`config.mk`:
```
export PLATFORM = sky130hd
export DESIGN_NAME = tunable_clock_gen
export DESIGN_NICKNAME = d
export VERILOG_FILES = /design/src/rtl/tunable_clock_gen.sv
export SDC_FILE = /design/constraint.sdc
export NUM_CORES = 1
export LEC_CHECK = 0
export CORE_MARGIN = 10
export CORE_UTILIZATION = 40
export CTS_CLUSTER_SIZE = 14
export DETAILED_ROUTE_END_ITERATION = 8
export HOLD_SLACK_MARGIN = 0.02
export PLACE_DENSITY = 0.62
export REMOVE_ABC_BUFFERS = 1
export SLEW_MARGIN = 5
export SYNTH_ARGS = -nofsm -noshare
export SYNTH_HDL_FRONTEND = slang
export SYNTH_SLANG_ARGS = --single-unit
```
`constraint.sdc`:
```
create_clock -name clk_frequency -period 11.05 [get_ports clk_frequency]
set_clock_uncertainty 0.05 [all_clocks]
set_input_delay 2.21 -clock clk_frequency [delete_from_list [all_inputs] [get_ports clk_frequency]]
set_output_delay 2.21 -clock clk_frequency [all_outputs]
set_load 0.1 [all_outputs]
```
`src/rtl/tunable_clock_gen.sv`:
```
// ---------------------------------------------------------------------------
// tunable_clock_gen
//
// Generates a square-wave clock whose half-period is a programmable divisor
// of the system clock. The divisor can be nudged up or down at run time with
// single-cycle request pulses. Every value is kept inside a window built from
// the fmax/fmin bounds.
//
// Ports
//   clk_frequency  in   system clock, rising-edge logic
//   rst_frequency  in   asynchronous active-low reset
//   init           in   level enable: 1 = run, 0 = idle
//   setperiod[7:0] in   half-period divisor loaded on entry to RUN
//   fmax[7:0]      in   lower divisor bound (highest output frequency)
//   fmin[7:0]      in   upper divisor bound (lowest output frequency)
//   increment      in   one-cycle request: divisor + STEP
//   decrement      in   one-cycle request: divisor - STEP
//   gen_clk        out  generated clock (registered)
//   current_div    out  active half-period divisor
//   limit_hi       out  current_div sits on the effective upper bound
//   limit_lo       out  current_div sits on the effective lower bound
//   update_done    out  one-cycle pulse when current_div changes at a boundary
// ---------------------------------------------------------------------------
module tunable_clock_gen #(
    parameter int unsigned STEP = 1
) (
    input  logic       clk_frequency,
    input  logic       rst_frequency,
    input  logic       init,
    input  logic [7:0] setperiod,
    input  logic [7:0] fmax,
    input  logic [7:0] fmin,
    input  logic       increment,
    input  logic       decrement,
    output logic       gen_clk,
    output logic [7:0] current_div,
    output logic       limit_hi,
    output logic       limit_lo,
    output logic       update_done
);

    typedef enum logic {
        IDLE,
        RUN
    } state_t;

    typedef enum logic [1:0] {
        PEND_NONE,
        PEND_UP,
        PEND_DOWN
    } pend_t;

    localparam logic [8:0] STEP9 = 9'(STEP);

    state_t     state, state_next;
    pend_t      pend, pend_next;
    logic [7:0] count, count_next;
    logic [7:0] div_next;
    logic       gen_next;
    logic       done_next;

    logic [7:0] lo;
    logic [7:0] hi;
    logic       boundary;
    logic       req_valid;
    pend_t      req;
    logic [9:0] up_wide;
    logic [8:0] up_sat;
    logic [8:0] down_sat;
    logic [7:0] adjusted;

    function automatic logic [7:0] clamp_div(input logic [8:0] value,
                                             input logic [7:0] low,
                                             input logic [7:0] high);
        if (value < {1'b0, low}) begin
            return low;
        end else if (value > {1'b0, high}) begin
            return high;
        end else begin
            return value[7:0];
        end
    endfunction

    // A zero lower bound would stall the counter, so it is forced to 1.
    // An inverted window collapses onto the lower bound.
    assign lo = (fmax == 8'd0) ? 8'd1 : fmax;
    assign hi = (fmin < lo) ? lo : fmin;

    assign limit_hi = (current_div == hi);
    assign limit_lo = (current_div == lo);

    // current_div is never below 1 in RUN, so current_div - 1 cannot wrap here
    assign boundary = (state == RUN) && (count == current_div - 8'd1);

    // Simultaneous increment and decrement cancel and leave pending untouched
    assign req_valid = increment ^ decrement;
    assign req       = increment ? PEND_UP : PEND_DOWN;

    // Saturating adjustment; the final clamp also re-fits the divisor when
    // the bounds have moved since it was last set
    assign up_wide  = {2'b00, current_div} + {1'b0, STEP9};
    assign up_sat   = up_wide[9] ? 9'h1FF : up_wide[8:0];
    assign down_sat = ({1'b0, current_div} >= STEP9) ? ({1'b0, current_div} - STEP9) : 9'd0;

    always_comb begin
        adjusted = clamp_div({1'b0, current_div}, lo, hi);
        if (pend == PEND_UP) begin
            adjusted = clamp_div(up_sat, lo, hi);
        end else if (pend == PEND_DOWN) begin
            adjusted = clamp_div(down_sat, lo, hi);
        end
    end

    always_ff @(posedge clk_frequency or negedge rst_frequency) begin
        if (!rst_frequency) begin
            state       <= IDLE;
            pend        <= PEND_NONE;
            count       <= 8'd0;
            gen_clk     <= 1'b0;
            current_div <= 8'd0;
            update_done <= 1'b0;
        end else begin
            state       <= state_next;
            pend        <= pend_next;
            count       <= count_next;
            gen_clk     <= gen_next;
            current_div <= div_next;
            update_done <= done_next;
        end
    end

    always_comb begin
        state_next = state;
        pend_next  = pend;
        count_next = count;
        gen_next   = gen_clk;
        div_next   = current_div;
        done_next  = 1'b0;

        if (state == IDLE) begin
            count_next = 8'd0;
            gen_next   = 1'b0;
            pend_next  = PEND_NONE;
            if (init) begin
                state_next = RUN;
                div_next   = clamp_div({1'b0, setperiod}, lo, hi);
            end
        end else if (!init) begin
            state_next = IDLE;
            count_next = 8'd0;
            gen_next   = 1'b0;
            pend_next  = PEND_NONE;
        end else begin
            // A request landing on the boundary cycle is latched, not applied;
            // it survives the clear and waits for the following boundary
            if (req_valid) begin
                pend_next = req;
            end else if (boundary) begin
                pend_next = PEND_NONE;
            end

            if (boundary) begin
                count_next = 8'd0;
                gen_next   = ~gen_clk;
                div_next   = adjusted;
                done_next  = (adjusted != current_div);
            end else begin
                count_next = count + 8'd1;
            end
        end
    end

endmodule

```
==> metrics.cfg <==
[run_status]
status = finished, final reports clean

[clocking]
cts_setup_buffers = 0
clk_pin_slew_worst_paths_ns = 0.07
insertion_delay_ns = 0.25
root_buffer = clkbuf_8
clkSinkCount = 21
cts-htree-levels = 1
cts_tree = done
numCtsBuffers = 3
ctsResizeCount = 0
cts_buffer_depth = 2
hold_buffers = 0

[synth]
synth_area_per_cell_um2 = 7.93
yosys_warnings = 0
synth_seq_area_share_pct = 13.1
yosys_register_bits = 21
synthCells = 507
synth.distinct_cells = 64
netlist_area_um2 = 4020
synth-main-ff-cell = dfrtp_1
synth_edf_count = 0
postSynth.asyncResetShare_pct = 100

[drt]
post_drt_wl_per_cell_um = 22.5
drt_first_pass_iters = 5
num_vias = 3987
dr.first_iter.drc_count = 330
drc_errors = 0
wirelength_um = 15100
ant_nets = 0
viasPerCell = 5.95

[placement]
dpl.hpwl_um = 12300
io_buffers = 40
gp_congestion = 0.955
dp_worst_setup_slack_ns = 1.95

[worst_setup_path]
path_delay_family = buffers and inverters
path_cells = clkdlybuf4s50_1 -> inv_1 -> ha_1 -> a2111oi_0 -> o21ai_0 -> o22ai_2 -> mux2i_1 -> ha_1 -> nand4_1 -> nor2_1 -> clkdlybuf4s50_1
critical_path_arrival_ns = 6.98
path_class = in2out
cp_max_fo = 16
slowest_stage = clkdlybuf4s50_1
critPathMaxStageDelay_ns = 1.17
critPathRequiredTime_ns = 8.79
end_kind = output pin
crit_buf_inv = 3
critPathLaunchType = input port

[final_layout]
syn_to_final_growth_pct = 13.8
multi_input_area_um2 = 3260
antennaDiodeCount = 0
final_layout_size_suffix_gt1_share_pct = 5.96
seq_area_um2 = 526
nets = 642
fillers = 1012
final_util_pct = 46.8

[timing]
finalSetupTns_ns = 0
fmax_mhz = 108
slew_violations = 0
grt_setup_unrepaired = no
slew_headroom_pct = 31.8
min_period_ns = 9.24
worst_slew_pin_slew_ns = 1.02
min_period_over_period_pct = 83.6
setup_slack_ns = 1.81
finalSetupViolations = 0
hold_violations = 0

[grt]
grt_first_pass_wirelength_um = 23700
grt_use_total_pct = 20.5
grt_max_degree = 22
antenna_found_initial = 0
grt_overflow = 0
grt_pass1_vias = 4002

[floorplanning]
start_util_pct = 41.1
io_pins = 41
die_w_um = 120
die-area_um2 = 14500
fp.dieH_um = 120
num_rows = 36
core_area_um2 = 9770

[run]
maxCapViolCount = 0

[pwr]
p_per_area_nw_per_um2 = 177
leakage_nw = 2.01
total_power_mw = 0.809
vdd_drop_max_mv = 0.0945

[hold_path]
min_path_type = reg2reg

final timing paths:
| kind | endpoint | from | depth (start not counted) | slack, ns |
|---|---|---|---|---|
| min reg2reg | gen_clk | gen_clk | 2 | 0.50 |
| max in group asynchronous | count[3] | rst_frequency | 1 | 7.97 |
| max reg2reg | update_done | current_div[0] | 17 | 5.44 |
| max | limit_hi | fmax[3] | 11 | 1.81 |
| min in group asynchronous | current_div[3] | rst_frequency | 1 | 2.41 |
| min | gen_clk | gen_clk | 2 | 0.50 |
cells by family after synthesis:
family                   count (synthesis)  synth area share [%]
AO/OA/AOI/OAI                          132                  23.6
XOR/XNOR                                35                  7.63
adder cells (fa/ha/maj)                 75                  23.3
buffers and inverters                   55                  5.91
flip-flops                              21                  13.1
multiplexers                            22                  5.63
AND/OR/NAND/NOR                        167                  20.9
per-stage QoR:
step	instances	hold slack, ns	instance area, um2
3_5_place_dp	666	0.492	4530
5_1_grt	670	0.544	4580
4_1_cts	670	0.509	4580
6_report	670	0.503	4580
2_1_floorplan	486	0.450	3910
3_3_place_gp	666	0.479	4530
cell usage after synthesis, types with 3 or more instances:
library cell  instances  area share (%)
nand2_1              29             2.7
and3_1                4            0.62
a21oi_1              29             3.6
inv_1                34             3.2
nor3_1               15             1.9
or3_1                 4            0.62
a22oi_1               4            0.75
or4_1                 3            0.56
nor2_1               47             4.4
o21a_1                9             1.7
dfrtp_1              21              13
o211ai_1             14             2.6
o31ai_1               3            0.56
buf_6                 3            0.84
nand4_1              11             1.7
a211oi_1              5            0.93
nor4_1                5            0.78
mux2i_1              17             4.2
xor2_1               11             2.4
a21o_1                5            0.93
clkbuf_1             10            0.93
nand3_1              18             2.2
a31oi_1               3            0.47
mux2_2                5             1.4
o21ai_0              20             2.5
nand2b_1              9             1.4
buf_2                 7            0.87
o21ai_1               6            0.75
or2_2                 5            0.78
ha_1                 75              23
a22o_1                3            0.65
xnor2_1              24             5.2
nor2b_1               5            0.78
and2_1                5            0.78
o221ai_1              3            0.65
power breakdown:
group / internal, mW / switching [mW] / leakage (nW) / total [mW]
Sequential: 0.0851 / 0.0481 / 0.275 / 0.133
Clock: 0.0250 / 0.0235 / 0.0255 / 0.0485
Combinational: 0.231 / 0.396 / 1.71 / 0.627
Total: 0.341 / 0.468 / 2.01 / 0.809
flip-flops by register name (all words and copies together), names as in the netlist:
signal,cells
gen_clk,1
pend,2
state,1
current_div,8
update_done,1
count,8
metal layers:
layer	share of wire (%)	wire length, um	global-route usage (%)	vias up
met2	45	6840	32.9	129
met4	0.98	148	3.39	0
met3	5.0	758	1.02	10
li1	-	-	-	1934
met5	0	0	0	-
met1	49	7330	30.1	1914
layout by cell type, fill, tap and decap left out, types with 4 or more instances in the layout:
cell type and count:
a211oi_1 5, o21ai_0 20, o21a_1 9, xor2_1 11, clkdlybuf4s50_1 40, nor2b_1 5
o21ai_1 6, a21o_1 5, or3_1 4, inv_1 34, nand3_1 18, o211ai_1 14
buf_4 7, a21oi_1 29, nand2b_1 9, nor3_1 15, nand4_1 11, nor2_1 47
dfrtp_1 21, nor4_1 5, and3_1 4, xnor2_1 24, and2_1 5, nand2_1 29
a22oi_1 4, mux2_2 5, ha_1 75, mux2i_1 17, or2_2 5
worst min-delay path, stage by stage (launching register included):
cell	delay [ns]
dfrtp_1	0.36
xnor2_1	0.08
nor2_1	0.08
area by class of cell:
type | count | area share [%]
sequential | 21 | 11.5
tap | 133 | 3.64
inverter | 34 | 2.79
clock buffer | 3 | 0.902
clock inverter | 1 | 0.109
timing repair buffer | 47 | 9.90
multi-input combinational | 431 | 71.2
Power figures use the tool's default switching activity.
==> variant 1 (same settings) <==
Add an input register stage for `init`, `setperiod`, `fmax`, `fmin`, `increment` and `decrement`, with the module's reset; this delays them by one clock. Comments in the files are not updated.
--- a/src/rtl/tunable_clock_gen.sv
+++ b/src/rtl/tunable_clock_gen.sv
@@ -54,2 +54,27 @@
 
+    logic init_q;
+    logic [7:0] setperiod_q;
+    logic [7:0] fmax_q;
+    logic [7:0] fmin_q;
+    logic increment_q;
+    logic decrement_q;
+
+    always_ff @(posedge clk_frequency or negedge rst_frequency) begin
+        if (!rst_frequency) begin
+            init_q      <= '0;
+            setperiod_q <= '0;
+            fmax_q      <= '0;
+            fmin_q      <= '0;
+            increment_q <= '0;
+            decrement_q <= '0;
+        end else begin
+            init_q      <= init;
+            setperiod_q <= setperiod;
+            fmax_q      <= fmax;
+            fmin_q      <= fmin;
+            increment_q <= increment;
+            decrement_q <= decrement;
+        end
+    end
+
     state_t     state, state_next;
@@ -85,4 +110,4 @@
     // An inverted window collapses onto the lower bound.
-    assign lo = (fmax == 8'd0) ? 8'd1 : fmax;
-    assign hi = (fmin < lo) ? lo : fmin;
+    assign lo = (fmax_q == 8'd0) ? 8'd1 : fmax_q;
+    assign hi = (fmin_q < lo) ? lo : fmin_q;
 
@@ -95,4 +120,4 @@
     // Simultaneous increment and decrement cancel and leave pending untouched
-    assign req_valid = increment ^ decrement;
-    assign req       = increment ? PEND_UP : PEND_DOWN;
+    assign req_valid = increment_q ^ decrement_q;
+    assign req       = increment_q ? PEND_UP : PEND_DOWN;
 
@@ -143,7 +168,7 @@
             pend_next  = PEND_NONE;
-            if (init) begin
+            if (init_q) begin
                 state_next = RUN;
-                div_next   = clamp_div({1'b0, setperiod}, lo, hi);
+                div_next   = clamp_div({1'b0, setperiod_q}, lo, hi);
             end
-        end else if (!init) begin
+        end else if (!init_q) begin
             state_next = IDLE;
Check against the original RTL: not equivalent (a bounded check fails within 4 cycles, from zero or initial values and one cycle with rst_frequency low).
==> variant 1 against the original RTL <==
Maximum frequency grew 34%. Final area grew 21%. Power grew 91%. Routed wire length grew 17%. Utilization shrank 0.43 points. Synthesized area grew 21%. Sequential cell count grew 27. Setup slack gained 2.3 ns. Count of clock-buffer cells in the layout grew 3. Critical path type is now flop to output port. Largest cell class unchanged.
==> variant 1: results (changes against the original RTL) <==
| Metric | Value |
|---|---|
| Status | completed (unchanged) |
| Max VDD drop | 0.211 mV (was 0.0945 mV) |
| Drt wl/cell | 23.8 um (was 22.5 um) |
| CP top delay family | buffers and inverters (unchanged) |
| Top FF cell, synth | dfrtp_1 (unchanged) |
| Post-DP HPWL | 13,600 um (was 12,300 um) |
| First-pass GRT wire length | 27,500 um (was 23,700 um) |
| First drt pass iteration count | 5 (unchanged) |
| Highest routed layer | met4 (unchanged) |
| Final Wtd Congestion | 1.00 (was 0.955) |
| Worst slew pin tran | 1.10 ns (was 1.02 ns) |
| Initial antenna violation count | 0 (unchanged) |
| Filler cells | 1,166 (was 1,012) |
| Num CTS Buffers | 5 (was 3) |
| Final net count | 700 (was 642) |
| Met2 usage in global routing | 33.4% (was 32.9%) |
| Slowest-stage cell, CP | clkdlybuf4s50_1 (unchanged) |
| Layout cell share with drive strength beyond 1 | 6.20% (was 5.96%) |
| Leak | 2.37 nW (was 2.01 nW) |
| Via count | 4,663 (was 3,987) |
| Deepest clock path buffer count | 2 (unchanged) |
| Root Buffer | clkbuf_16 (was clkbuf_8) |
| Synthesized instance count | 564 (was 507) |
| # resized after CTS | 0 (unchanged) |
| Total track usage | 21.5% (was 20.5%) |
| Worst skew pair latency | 0.30 ns (was 0.25 ns) |
| DRT iter0 DRCs | 448 (was 330) |
| Distinct cells, synth | 63 (was 64) |
| Buffers on Ports | 40 (unchanged) |
| Dpl cells | 736 (was 666) |
| Setup Buffers After CTS | 0 (unchanged) |
| Dpl cell area | 5390 sq um (was 4530 sq um) |
| CP max stage delay | 1.15 ns (was 1.17 ns) |
| GR Util met3 | 3.49% (was 1.02%) |
| Area of the multi-input gates | 3440 sq um (was 3260 sq um) |
| Post-synthesis sequential area ratio | 24.7% (was 13.1%) |
| Met3 wire length | 1270 um (was 758 um) |
| Clock Pin Slew Worst Setup and Hold Paths | 0.07 ns (about the same) |
| WHS Path Cells | 0 (was 2) |
| Pre-CTS setup slack | 4.51 ns (was 1.95 ns) |
| Synth top cells by count | ha_1, nor2_1, dfrtp_1 (was ha_1, nor2_1, inv_1) |
| M1 GR Usage | 28.4% (was 30.1%) |
| Dominant cells by area after synthesis | dfrtp_1, ha_1, xnor2_1, a21oi_1, mux2i_1 (was ha_1, dfrtp_1, xnor2_1, nor2_1, mux2i_1) |
| DR WL met2 | 7800 um (was 6840 um) |
| Synth Warn # | 0 (unchanged) |
| Pin count of the biggest net entering global routing | 49 (was 22) |
| Asr flop ratio synth | 100% (unchanged) |
| Number of global-route vias before repair | 4,640 (was 4,002) |
| CTS H-tree depth | 2 (was 1) |
| Worst Path Arrival | 4.65 ns (was 6.98 ns) |
| Reg2Reg Depth | 18 (was 17) |
| Met1 wire length | 7830 um (was 7330 um) |
| Hold/Removal Path Class | flop to flop (unchanged) |
| Crit Path Max Fanout | 12 (was 16) |
| Drt total wl | 17,700 um (was 15,100 um) |
| Diodes inserted | 0 (unchanged) |
## variant 1: cell count changes in the layout (fill, tap and decap cells not counted), moves of 4 or more
cell       before  now
a21oi_1        29   43
o21ai_0        20   27
a31oi_1         3    9
clkbuf_16       0    5
a21boi_0        0    4
dfrtp_1        21   48
nand3_1        18   27
## variant 1: cell families after synthesis
| group | after synthesis | share of synthesized area, % |
|---|---|---|
| AOI/OAI and AO/OA | 153 | 21.2 |
| muxes | 28 | 6.50 |
| xor gates and xnor gates | 35 | 6.30 |
| adders and majority gates | 75 | 19.3 |
| buffers and inverters | 55 | 4.55 |
| and+or+nand+nor | 170 | 17.5 |
| DFF | 48 | 24.7 |
## variant 1: worst paths after layout
check,slack (ns),to,start
worst min-delay path,0.39,state$_DFF_PN0_,init_q$_DFF_PN0_
worst min register to register,0.39,state$_DFF_PN0_,init_q$_DFF_PN0_
worst max register to register,5.03,update_done$_DFF_PN0_,fmax_q[4]$_DFF_PN0_
min in group asynchronous,2.07,fmin_q[7]$_DFF_PN0_,rst_frequency
max in group asynchronous,8.20,count[6]$_DFF_PN0_,rst_frequency
worst max-delay path,4.14,limit_hi,fmax_q[4]$_DFF_PN0_
## variant 1: area by class of cell
| cell class | count | area share, % |
|---|---|---|
| Sequential cell | 48 | 21.7 |
| Tap cell | 147 | 3.32 |
| Timing Repair Buffer | 45 | 7.80 |
| Clock buffer | 6 | 2.50 |
| Clock inverter | 2 | 0.271 |
| Inverter | 35 | 2.37 |
| Multi-Input combinational cell | 461 | 62.1 |
## variant 1: report_power, final
part           switching [W]  internal, W
logic               0.000715     0.000380
registers          0.0000914     0.000195
clock network      0.0000718    0.0000902
total               0.000879     0.000665
==> variant 2 (same flow settings) <==
Made on the original files. Reset style: synchronous (`rst_frequency`), changed in one clocked block. Comments in the files are not updated.
--- a/src/rtl/tunable_clock_gen.sv
+++ b/src/rtl/tunable_clock_gen.sv
@@ -113,3 +113,3 @@
 
-    always_ff @(posedge clk_frequency or negedge rst_frequency) begin
+    always_ff @(posedge clk_frequency) begin
         if (!rst_frequency) begin
Formal check against the unedited RTL: differs if rst_frequency is asserted again (counterexample within 4 cycles, from zero or initial values and one cycle with rst_frequency low); with rst_frequency held inactive, the same outputs for 4 cycles.
==> variant 2 against the original RTL <==
Routed wire length shrank 0.40%. Setup slack worse by 0.20 ns. Maximum frequency down 2.1%. Synthesized area shrank 3.0%. Final area decreased by 2.3%. Power decreased by 42%. Sequential cell count did not move. Critical path type unchanged.
==> variant 2: results (changes against the original RTL) <==
| Metric | Value |
|---|---|
| Status | completed (unchanged) |
| Diodes inserted | 0 (unchanged) |
| Distinct cells, synth | 63 (was 64) |
| CP max stage delay | 1.19 ns (was 1.17 ns) |
| # resized after CTS | 0 (unchanged) |
| Total track usage | 20.6% (was 20.5%) |
| Setup Buffers After CTS | 0 (unchanged) |
| DRT iter0 DRCs | 390 (was 330) |
| CTS H-tree depth | 1 (unchanged) |
| Drt wl/cell | 22.1 um (was 22.5 um) |
| Dominant cells by area after synthesis | ha_1, dfxtp_1, nor2_1, a21oi_1, xnor2_1 (was ha_1, dfrtp_1, xnor2_1, nor2_1, mux2i_1) |
| Max VDD drop | 0.0852 mV (was 0.0945 mV) |
| Synth Area in XOR/XNOR | 7.64% (was 7.63%) |
| Leak | 1.88 nW (was 2.01 nW) |
| Clock Pin Slew Worst Setup and Hold Paths | 0.07 ns (about the same) |
| Top flop regs | count: 8 flops, current_div: 8 flops, pend: 2 flops (unchanged) |
| Final Wtd Congestion | 0.988 (was 0.955) |
| Root Buffer | clkbuf_8 (unchanged) |
| Mux contribution to synthesized area | 3.14% (was 5.63%) |
| Post-synthesis adder-cell area fraction | 24.8% (was 23.3%) |
| Share of power burned in registers | 19.6% (was 16.5%) |
| Worst skew pair latency | 0.27 ns (was 0.25 ns) |
| Syn Area/Cell | 7.50 sq um (was 7.93 sq um) |
| Pre-CTS setup slack | 1.73 ns (was 1.95 ns) |
| Initial antenna violation count | 0 (unchanged) |
| Hold/Removal Path Class | flop to flop (unchanged) |
| Final Non-Filler Cells | 679 (was 670) |
| Top FF cell, synth | dfxtp_1 (was dfrtp_1) |
| Layout cell share with drive strength beyond 1 | 4.00% (was 5.96%) |
| Synth Warn # | 0 (unchanged) |
| Final net count | 655 (was 642) |
| Buffers on Ports | 40 (unchanged) |
| Num CTS Buffers | 3 (unchanged) |
| Slew headroom | 32.3% (was 31.8%) |
| Max-cap viol count | 0 (unchanged) |
| Slowest-stage cell, CP | clkdlybuf4s50_1 (unchanged) |
| Deepest clock path buffer count | 2 (unchanged) |
| Post-DP HPWL | 12,000 um (was 12,300 um) |
| First drt pass iteration count | 5 (unchanged) |
| Pin count of the biggest net entering global routing | 18 (was 22) |
| Number of global-route vias before repair | 4,196 (was 4,002) |
| Worst Path Arrival | 7.18 ns (was 6.98 ns) |
| Dpl cell area | 4420 sq um (was 4530 sq um) |
| Filler cells | 985 (was 1,012) |
| Synth Area in Compound Gates | 26.3% (was 23.6%) |
| Post-synthesis sequential area ratio | 10.8% (was 13.1%) |
| Via/cell ratio | 6.23 (was 5.95) |
| First-pass GRT wire length | 23,700 um (about the same) |
| Asr flop ratio synth | 0% (was 100%) |
| Sw Ratio | 52.4% (was 57.9%) |
| Crit Path Max Fanout | 17 (was 16) |
| Synth top cells by count | ha_1, nor2_1, nand2_1 (was ha_1, nor2_1, inv_1) |
variant 2: area by class of cell:
cell class / instances / area, sq um / share of cell area [%]
multi-input combinational: 454 / 3300 / 73.9
timing repair buffer: 46 / 445 / 9.97
sequential: 21 / 420 / 9.41
clock buffer: 4 / 45.0 / 1.01
tap: 129 / 161 / 3.61
inverter: 25 / 93.8 / 2.10
variant 2: cell families (layout without fill, tap and decap cells):
| kind of cell | Yosys count | in the layout |
|---|---|---|
| simple gates | 182 | 182 |
| flops | 21 | 21 |
| fa+ha+maj | 78 | 78 |
| buf+inv | 45 | 75 |
| mux | 12 | 12 |
| compound gates | 148 | 148 |
| xor+xnor | 34 | 34 |
variant 2: path summary, 6_finish.rpt:
check | startpoint | to | slack (ns) | cells past startpoint
max | fmax[5] | limit_hi | 1.61 | 11
min | count[0]$_SDFF_PP0_ | count[0]$_SDFF_PP0_ | 0.46 | 1
max reg2reg | current_div[0]$_SDFFE_PN0P_ | update_done$_SDFF_PN0_ | 5.62 | 16
min reg2reg | count[0]$_SDFF_PP0_ | count[0]$_SDFF_PP0_ | 0.46 | 1
variant 2: routing by layer:
layer	wire (um)	vias up	GRT usage (%)
li1	-	2006	-
met1	6680	2008	26.4
met2	6910	182	34.2
met3	959	36	3.43
met4	463	0	6.64
met5	0	-	0
variant 2: power groups by stage:
stage,combinational [W],clock [W],sequential (W)
CTS,0.000322,0.0000525,0.0000919
global route,0.000359,0.0000585,0.0000929
global placement,0.000320,0,0.0000936
detailed placement,0.000321,0,0.0000937
finish,0.000327,0.0000517,0.0000923
floorplan,0.000201,0,0.000107
variant 2: worst max-delay path, delay by kind of cell:
kind            cells  cell delay (ns)
mux                 1             0.79
simple gates        2             0.43
compound gates      3             0.99
buf+inv             3             2.12
fa+ha+maj           2             0.61
